<file path="config.mk">
export PLATFORM = sky130hd
export DESIGN_NAME = fetch_unit
export DESIGN_NICKNAME = d
export VERILOG_FILES = /design/src/rtl/fetch_pkg.sv /design/src/rtl/fetch_buffer.sv /design/src/rtl/fetch_unit.sv
export SDC_FILE = /design/constraint.sdc
export NUM_CORES = 1
export LEC_CHECK = 0
export ABC_CLOCK_PERIOD_IN_PS = 7000
export BUFFER_PORTS_ARGS = -buffer_cell sky130_fd_sc_hd__buf_2
export CAP_MARGIN = 15
export CORE_MARGIN = 4
export CORE_UTILIZATION = 35
export CTS_CLUSTER_DIAMETER = 40
export DETAILED_ROUTE_END_ITERATION = 8
export SETUP_SLACK_MARGIN = 0.05
export SKIP_LAST_GASP = 1
export SYNTH_ARGS = -nofsm -noshare
export SYNTH_HDL_FRONTEND = slang
export SYNTH_SLANG_ARGS = --single-unit
export TNS_END_PERCENT = 10
</file>
<file path="constraint.sdc">
create_clock -name clk -period 7 [get_ports clk]
set_input_delay 1.4 -clock clk [delete_from_list [all_inputs] [get_ports clk]]
set_output_delay 1.4 -clock clk [all_outputs]
set_load 0.02 [all_outputs]
</file>
<file path="src/rtl/fetch_pkg.sv">
// fetch_pkg: shared types and constants for the instruction-fetch stage.
// Optional feature macro used by this stage: FETCH_MISALIGN_TRAP_EN.
package fetch_pkg;

  localparam logic [31:0] NOP_INSTR = 32'h0000_0013;
  localparam logic [31:0] PC_STEP   = 32'd4;

  typedef enum logic [1:0] {
    ST_IDLE = 2'd0,
    ST_REQ  = 2'd1,
    ST_WAIT = 2'd2
  } fetch_state_e;

  typedef struct packed {
    logic [31:0] pc;
    logic [31:0] instr;
  } fetch_entry_t;

endpackage

</file>
<file path="src/rtl/fetch_buffer.sv">
// fetch_buffer: small synchronous FIFO of fetched {pc, instr} entries.
// Flush has priority over push and pop.
module fetch_buffer
  import fetch_pkg::*;
#(
  parameter int unsigned DEPTH = 2,
  localparam int unsigned AW = $clog2(DEPTH),
  localparam int unsigned CW = AW + 1
) (
  input  logic          clk,
  input  logic          rst_n,
  input  logic          push_i,
  input  fetch_entry_t  entry_i,
  input  logic          pop_i,
  input  logic          flush_i,
  output fetch_entry_t  head_o,
  output logic          full_o,
  output logic          empty_o,
  output logic [CW-1:0] count_o
);

  fetch_entry_t  mem_q [DEPTH];
  logic [AW-1:0] rd_q;
  logic [AW-1:0] wr_q;
  logic [CW-1:0] cnt_q;
  logic          do_push;
  logic          do_pop;

  assign full_o  = (cnt_q == CW'(DEPTH));
  assign empty_o = (cnt_q == '0);
  assign count_o = cnt_q;
  assign head_o  = mem_q[rd_q];
  assign do_push = push_i & ~full_o;
  assign do_pop  = pop_i & ~empty_o;

  always_ff @(posedge clk) begin
    if (!rst_n) begin
      rd_q  <= '0;
      wr_q  <= '0;
      cnt_q <= '0;
    end else if (flush_i) begin
      rd_q  <= '0;
      wr_q  <= '0;
      cnt_q <= '0;
    end else begin
      if (do_push) wr_q <= wr_q + AW'(1);
      if (do_pop)  rd_q <= rd_q + AW'(1);
      cnt_q <= cnt_q + CW'(do_push) - CW'(do_pop);
    end
  end

  // Storage needs no reset: occupancy alone decides what is visible.
  always_ff @(posedge clk) begin
    if (do_push && !flush_i) mem_q[wr_q] <= entry_i;
  end

endmodule

</file>
<file path="src/rtl/fetch_unit.sv">
// fetch_unit: PC owner, single-outstanding imem fetch, buffered decode hand-off.
// FETCH_MISALIGN_TRAP_EN: trap and halt on misaligned redirect targets.
module fetch_unit
  import fetch_pkg::*;
#(
  parameter logic [31:0] RESET_PC  = 32'h0000_0000,
  parameter int unsigned BUF_DEPTH = 2
) (
  input  logic        clk,
  input  logic        rst_n,
  input  logic [31:0] pc_new,
  input  logic        pc_new_en,
  output logic        imem_req,
  output logic [31:0] imem_addr,
  input  logic        imem_gnt,
  input  logic        imem_rvalid,
  input  logic [31:0] imem_rdata,
  output logic        if_valid,
  output logic [31:0] if_pc,
  output logic [31:0] if_instr,
  input  logic        if_ready,
  output logic        misalign_trap
);

  localparam int unsigned CW = $clog2(BUF_DEPTH) + 1;
  localparam logic [CW-1:0] DEPTH_C = CW'(BUF_DEPTH);

  localparam logic [1:0] S_IDLE = ST_IDLE;
  localparam logic [1:0] S_REQ  = ST_REQ;
  localparam logic [1:0] S_WAIT = ST_WAIT;

  logic [1:0]    state_q, state_d;
  logic [31:0]   pc_q, pc_d;
  logic [31:0]   addr_q, addr_d;
  logic          drop_q, drop_d;
  logic          trap_q, trap_d;
  fetch_entry_t  last_q;

  logic [31:0]   tgt;
  logic          mis;
  logic          in_idle, in_req, in_wait;
  logic          granted, resp;
  logic          push, pop;
  logic          can_issue;
  logic [CW-1:0] cnt_d;

  fetch_entry_t  head;
  fetch_entry_t  resp_e;
  logic          buf_full, buf_empty;
  logic [CW-1:0] buf_cnt;

`ifdef FETCH_MISALIGN_TRAP_EN
  assign tgt = pc_new;
  assign mis = |pc_new[1:0];
`else
  assign tgt = pc_new & ~32'h3;
  assign mis = 1'b0;
`endif

  assign in_idle = (state_q == S_IDLE);
  assign in_req  = (state_q == S_REQ);
  assign in_wait = (state_q == S_WAIT);
  assign granted = in_req & imem_gnt;
  assign resp    = in_wait & imem_rvalid;

  assign push = resp & ~drop_q & ~pc_new_en & ~buf_full;
  assign pop  = ~buf_empty & if_ready;

  // Occupancy after this edge decides whether another request may go out.
  assign cnt_d = pc_new_en ? '0 : buf_cnt + CW'(push) - CW'(pop);

  assign trap_d    = pc_new_en ? mis : trap_q;
  assign can_issue = ~trap_d & (cnt_d < DEPTH_C);

  assign pc_d = pc_new_en          ? tgt :
                (granted & ~drop_q) ? addr_q + PC_STEP :
                                      pc_q;

  always_comb begin
    state_d = state_q;
    addr_d  = addr_q;
    drop_d  = drop_q;
    if (pc_new_en && !in_idle) drop_d = 1'b1;
    unique case (1'b1)
      in_req: begin
        if (imem_gnt) state_d = S_WAIT;
      end
      resp | in_idle: begin
        drop_d = 1'b0;
        if (can_issue) begin
          state_d = S_REQ;
          addr_d  = pc_d;
        end else begin
          state_d = S_IDLE;
        end
      end
      default: ;
    endcase
  end

  always_ff @(posedge clk) begin
    if (!rst_n) begin
      state_q <= S_IDLE;
      pc_q    <= RESET_PC;
      addr_q  <= RESET_PC;
      drop_q  <= 1'b0;
      trap_q  <= 1'b0;
      last_q  <= '{pc: 32'h0, instr: NOP_INSTR};
    end else begin
      state_q <= state_d;
      pc_q    <= pc_d;
      addr_q  <= addr_d;
      drop_q  <= drop_d;
      trap_q  <= trap_d;
      if (!buf_empty) last_q <= head;
    end
  end

  assign resp_e = '{pc: addr_q, instr: imem_rdata};

  fetch_buffer #(
    .DEPTH (BUF_DEPTH)
  ) u_buf (
    .clk     (clk),
    .rst_n   (rst_n),
    .push_i  (push),
    .entry_i (resp_e),
    .pop_i   (pop),
    .flush_i (pc_new_en),
    .head_o  (head),
    .full_o  (buf_full),
    .empty_o (buf_empty),
    .count_o (buf_cnt)
  );

  assign imem_req      = in_req;
  assign imem_addr     = addr_q;
  assign if_valid      = ~buf_empty;
  assign if_pc         = buf_empty ? last_q.pc : head.pc;
  assign if_instr      = buf_empty ? last_q.instr : head.instr;
  assign misalign_trap = trap_q;

endmodule

</file>
Word-level counts from Yosys, hierarchy flattened --
Memories as Yosys holds them, arrays and structs flattened. A register that Yosys moved wholly into a read port is not among the register bits. Cells that the tools add are included.
Cells by class: equality and inequality tests 4, div/mod/pow operators 0, $add $sub $neg 7, multiplexer cells 13, magnitude comparators 1, multiply operators 0, bitwise gates (word level) 17, reduce and logical (&&, ||, !) cells 11, shift-type cells 0
Operators with widths (count):
- 32-bit two-way mux | 4
- 32-bit by 3-bit adder with 32-bit output, second input constant | 1
- 1-bit bitwise AND | 10
- 1-bit two-way mux | 6
- 1-bit NOT | 6
- 2-bit by 1-bit adder with 2-bit output | 2
- 2-bit equality test, second input constant | 2
- 2-bit logical NOT | 2
- 2-bit two-way mux | 2
- 2-bit case mux with 2 select lines | 1
- 2-bit AND reduction | 2
- 2-bit OR reduction | 2
- 2-bit by 1-bit subtractor with 2-bit output | 2
- 1-bit adder, second input constant | 2
- 2-bit by 1-bit equality test with 1-bit output, second input constant | 1
- 1-bit logical AND | 2
- 1-bit logical NOT | 2
- 2-bit < comparator, second input constant | 1
- 2-bit != test, second input constant | 1
- 2-bit nonzero test | 1
- 1-bit bitwise OR | 1
Storage, ports and cells: output and inout port bits 99, latch bits 0, ROM bits 0, register bits after elaboration 136, memory bits (writable) 128, memories kept 1
Memory list:
- u_buf.mem_q | words 2, width 64, rd ports 1, clocked after memory_dff 1, wr ports 1, line fetch_buffer.sv:22 | fetch_entry_t mem_q [DEPTH];

Logic depth before layout (Yosys ltp) --
depth in word-level cells 12, depth in mapped cells 14, mapped depth without buffers 11

By module --
From an unflattened synthesis, not the netlist that was laid out.
Second synthesis, totals: cell total of the unflattened synthesis 862, area, all modules 10964.3 um2
By module, submodules not included:
- fetch_unit | area each 5853.1 um2, times used 1, cells each 635
- fetch_buffer | area each 5111.2 um2, times used 1, cells each 227

Worst setup path before layout --
No wires, ideal clock.
path type input to register, from in pc_new_en, to mem u_buf.mem_q[0][0] (netlist name), enable pin, arrival 5256 ps, stages 4, required time 6506 ps, slack 1250 ps, setup time 494 ps, path through clkbuf_1 > or2_2 > a2111oi_2 > nor2b_1
On the way: word-level cells in the longest chain between the ends 7, elaborated cells on any way between the ends 8, classes of those cells 2 x mux; 4 x bitwise; 2 x reduce/logical
Ends and longest elaborated chain:
- start: declaration | line fetch_unit.sv:12 | input logic pc_new_en,
- 1-bit NOT | line fetch_unit.sv:66 | assign push = resp & ~drop_q & ~pc_new_en & ~buf_full;
- 1-bit bitwise AND (2 in a row) | line fetch_unit.sv:66
- 1-bit bitwise AND | line fetch_buffer.sv:33 | assign do_push = push_i & ~full_o;
- net u_buf.do_push | line fetch_buffer.sv:26 | logic do_push;
- 1-bit logical AND | line fetch_buffer.sv:54 | if (do_push && !flush_i) mem_q[wr_q] <= entry_i;
- 1-bit two-way mux | line fetch_buffer.sv:54
- 1-bit two-way mux (implied by the code) | line fetch_buffer.sv:54
- end: declaration | line fetch_buffer.sv:22
The timed path passes the listed nets, and every way through them passes these cells.

==> results_dict.tcl <==
set metrics [dict create \
    drc_errors 0 \
    p_leak_uw 0.00486 \
    port_buffers 166 \
    final_common_cell "buf_2" \
    worstPathCellList "buf_4, mux2i_1, o21ai_0, buf_2" \
    dieArea_sq_mm 0.0329 \
    yosysWarnings 0 \
    drv_slew 0 \
    synth_area_sq_mm 0.0105 \
    r2r-end "imem_addr[14]" \
    antenna_found_initial 0 \
    clock_skew_ns 0.0191 \
    place_congestion 0.761 \
    hold_viol_final 0 \
    cts.path.max_buffers 3 \
    yosysTopAreaCell "edfxtp_1" \
    core_area_sq_mm 0.0296 \
    irDropWorstVdd_uv 136 \
    dr.pass1.iters 4 \
    dpl.cell_count 1450 \
    layout_min_cycle_time_ns 4.15 \
    routedWlPerCell_microns 16.4 \
    diodes 0 \
    grt_max_degree 71 \
    grt_pass1_wl_microns 39700 \
    endpoint_kind "output pin" \
    vias 7399 \
    num-fill-cells 2841 \
    cpLargestDelayFamily "buffers and inverters" \
    final_cell_mix "buf_2, dfxtp_1, nand2_1, edfxtp_1, o21ai_0" \
    synth_cells 942 \
    worstPathMaxFanout 34 \
    seq_area_frac_synth_pct 62.5 \
    r2r_slack_ns 3.77 \
    crit_buf_inv 2 \
    cts-resized-gates 0 \
    drt_iter0_markers 472 \
    grt_pass1_vias 7263 \
    instances_no_fill 1521 \
    clk_latency_ns 0.51 \
    critPathLaunchType "flop" \
    finalSetupViolCount 0 \
    die_height_microns 182 \
    slowest_delay_ns 0.72 \
    postCtsSetupBuffers 0 \
    htree_levels 2 \
    grt_setup_unrepaired "no" \
    cts_root_buf "clkbuf_16" \
    required_ns 5.60 \
    clkTransAtPathRegs_ns 0.06 \
    io_pins 169 \
    vias_per_cell 4.86 \
    async_flop_share_pct 0 \
    drive_above_1_share_pct 23.3 \
    grt-ovfl-total 0 \
    holdCritPathClass "reg -> reg" \
    nets 1174 \
    postCtsHoldBufs 0 \
    finalSetupTns_ns 0 \
    maxCapViolations 0 \
    ff2ff_path_depth 13 \
    synth_nets 1015 \
    synth_area_per_cell_sq_um 11.2 \
    status "finished, final reports clean" \
    fin_crit_sh_pct 59.3 \
    synth_edf_count 128 \
    cp.arrival_ns 2.75 \
    path_class "reg -> out" \
    fmax_ghz 0.241 \
    cts_sinks 265 \
    r2r_start "u_buf.count_o[1]" \
    p_total_uw 3980 \
    p_per_area_mw_per_mm2 304 \
    synth_ff_type "dfxtp_1" \
    num_rows 63 \
    synth_area_leaders "edfxtp_1, dfxtp_1, mux2i_1" \
    ant_nets 0 \
    numCtsBuffers 39 \
    cpMaxStageDelayCell "dfxtp_4" \
    ys_types 59 \
    syn_to_final_growth_pct 24.0 \
    wirelength_microns 25000 \
    die_w_microns 182 \
    cts_tree "yes" \
    start_util_pct 35.5 \
    hold_end "misalign_trap" \
    synth_top_area_share_pct 36.5 \
    dpl.hpwl_microns 16000 \
    hold_path_startpoint "misalign_trap" \
    track_usage_pct 14.9 \
    ys_ff_latch 265 \
    worst_pin_slew_ns 0.951 \
    hold_depth 2 \
    relSlewSlack_pct 36.6 \
]
-- cell usage after synthesis (2+ instances only) --
master    instances
nor3_1           10
nand2b_1          7
o31a_1            2
or3_1             5
xor2_1           11
nor2b_1           5
ha_1              3
nand2_1         133
a211o_1           5
and2_1           66
o21ai_0          96
o31ai_1           2
nand4_4           2
clkbuf_8          4
a31oi_1          14
o21a_1            4
inv_1             9
buf_4             3
nand3_1          18
and4_1            3
or4_1             2
buf_1             6
edfxtp_1        128
mux2i_1          66
or2_2             4
dfxtp_1         137
o21ai_1           4
clkbuf_1         41
nand4_1           7
a211oi_1         10
xnor2_1          11
nor3b_1           2
nor2_1           55
a21oi_1          35
o211ai_1          2
nor4_1            5
buf_6             3
-- cell families (layout without fill, tap and decap cells) --
logic type / count (synthesis) / in the layout / synth area share (%)
adders and majority gates: 3 / 3 / 0.356
and+or+nand+nor: 332 / 332 / 15.6
xor gates and xnor gates: 23 / 23 / 2.04
buffers and inverters: 70 / 259 / 3.25
AOI/OAI and AO/OA: 183 / 183 / 9.99
DFF: 265 / 265 / 62.5
muxes: 66 / 66 / 6.27
-- area by class of cell --
class | instances | area (sq um) | share of cell area (%)
Timing Repair Buffer | 178 | 921 | 7.05
Tap cell | 390 | 488 | 3.74
Clock buffer | 49 | 1110 | 8.47
Multi-Input combinational cell | 607 | 3640 | 27.9
Sequential cell | 265 | 6590 | 50.5
Inverter | 10 | 37.5 | 0.287
Clock inverter | 22 | 280 | 2.15
-- sequential cells by signal, indices dropped and copies added (netlist names), named ones only --
register and cells:
u_buf.rd_q 1, last_q 64, u_buf.count_o 2, u_buf.mem_q 128, pc_q 32, misalign_trap 1
u_buf.wr_q 1, drop_q 1, state_q 2, imem_addr 32
-- stage by stage --
step                cell area, sq um  util, %  hold slack, ns  setup WS (ns)
global route                   13100     44.1           0.485           2.69
global placement               11700     39.4           0.434           2.89
CTS                            13100     44.1           0.452           2.80
detailed placement             11700     39.4           0.444           2.89
finish                         13100     44.1           0.447           2.85
floorplan                      10500        -           0.437           1.25
-- how the worst max path moves through the flow --
| stage | slack (ns) | depth (start not counted) | startpoint | to |
|---|---|---|---|---|
| 4_1_cts | 2.80 | 4 | flop | if_pc[15] |
| 3_5_place_dp | 2.89 | 5 | pc_new_en | u_buf.mem_q[0][29] |
| 6_report | 2.85 | 4 | flop | if_pc[15] |
| 3_3_place_gp | 2.89 | 5 | pc_new_en | u_buf.mem_q[0][29] |
| 2_1_floorplan | 1.25 | 4 | pc_new_en | u_buf.mem_q[0][0] |
| 5_1_grt | 2.69 | 4 | flop | if_pc[15] |
-- worst register-to-register path, delay by kind of cell (launching register included) --
family	cells	cell delay, ns
buffers and inverters	4	0.98
AND/OR/NAND/NOR	3	0.63
AO/OA/AOI/OAI	3	0.56
adder cells (fa/ha/maj)	2	0.45
flip-flops	1	0.36
XOR/XNOR	1	0.21
-- where the power goes --
group	internal, uW	switching [uW]
Combinational	81.2	142
Clock	1320	704
Sequential	1670	61.0
-- per-layer routing --
layer,global-route usage (%),routed length (microns)
met5,0,0
met4,3.60,405
met3,3.63,1610
met2,24.0,11500
met1,20.4,11500
Power figures use the tool's default switching activity.
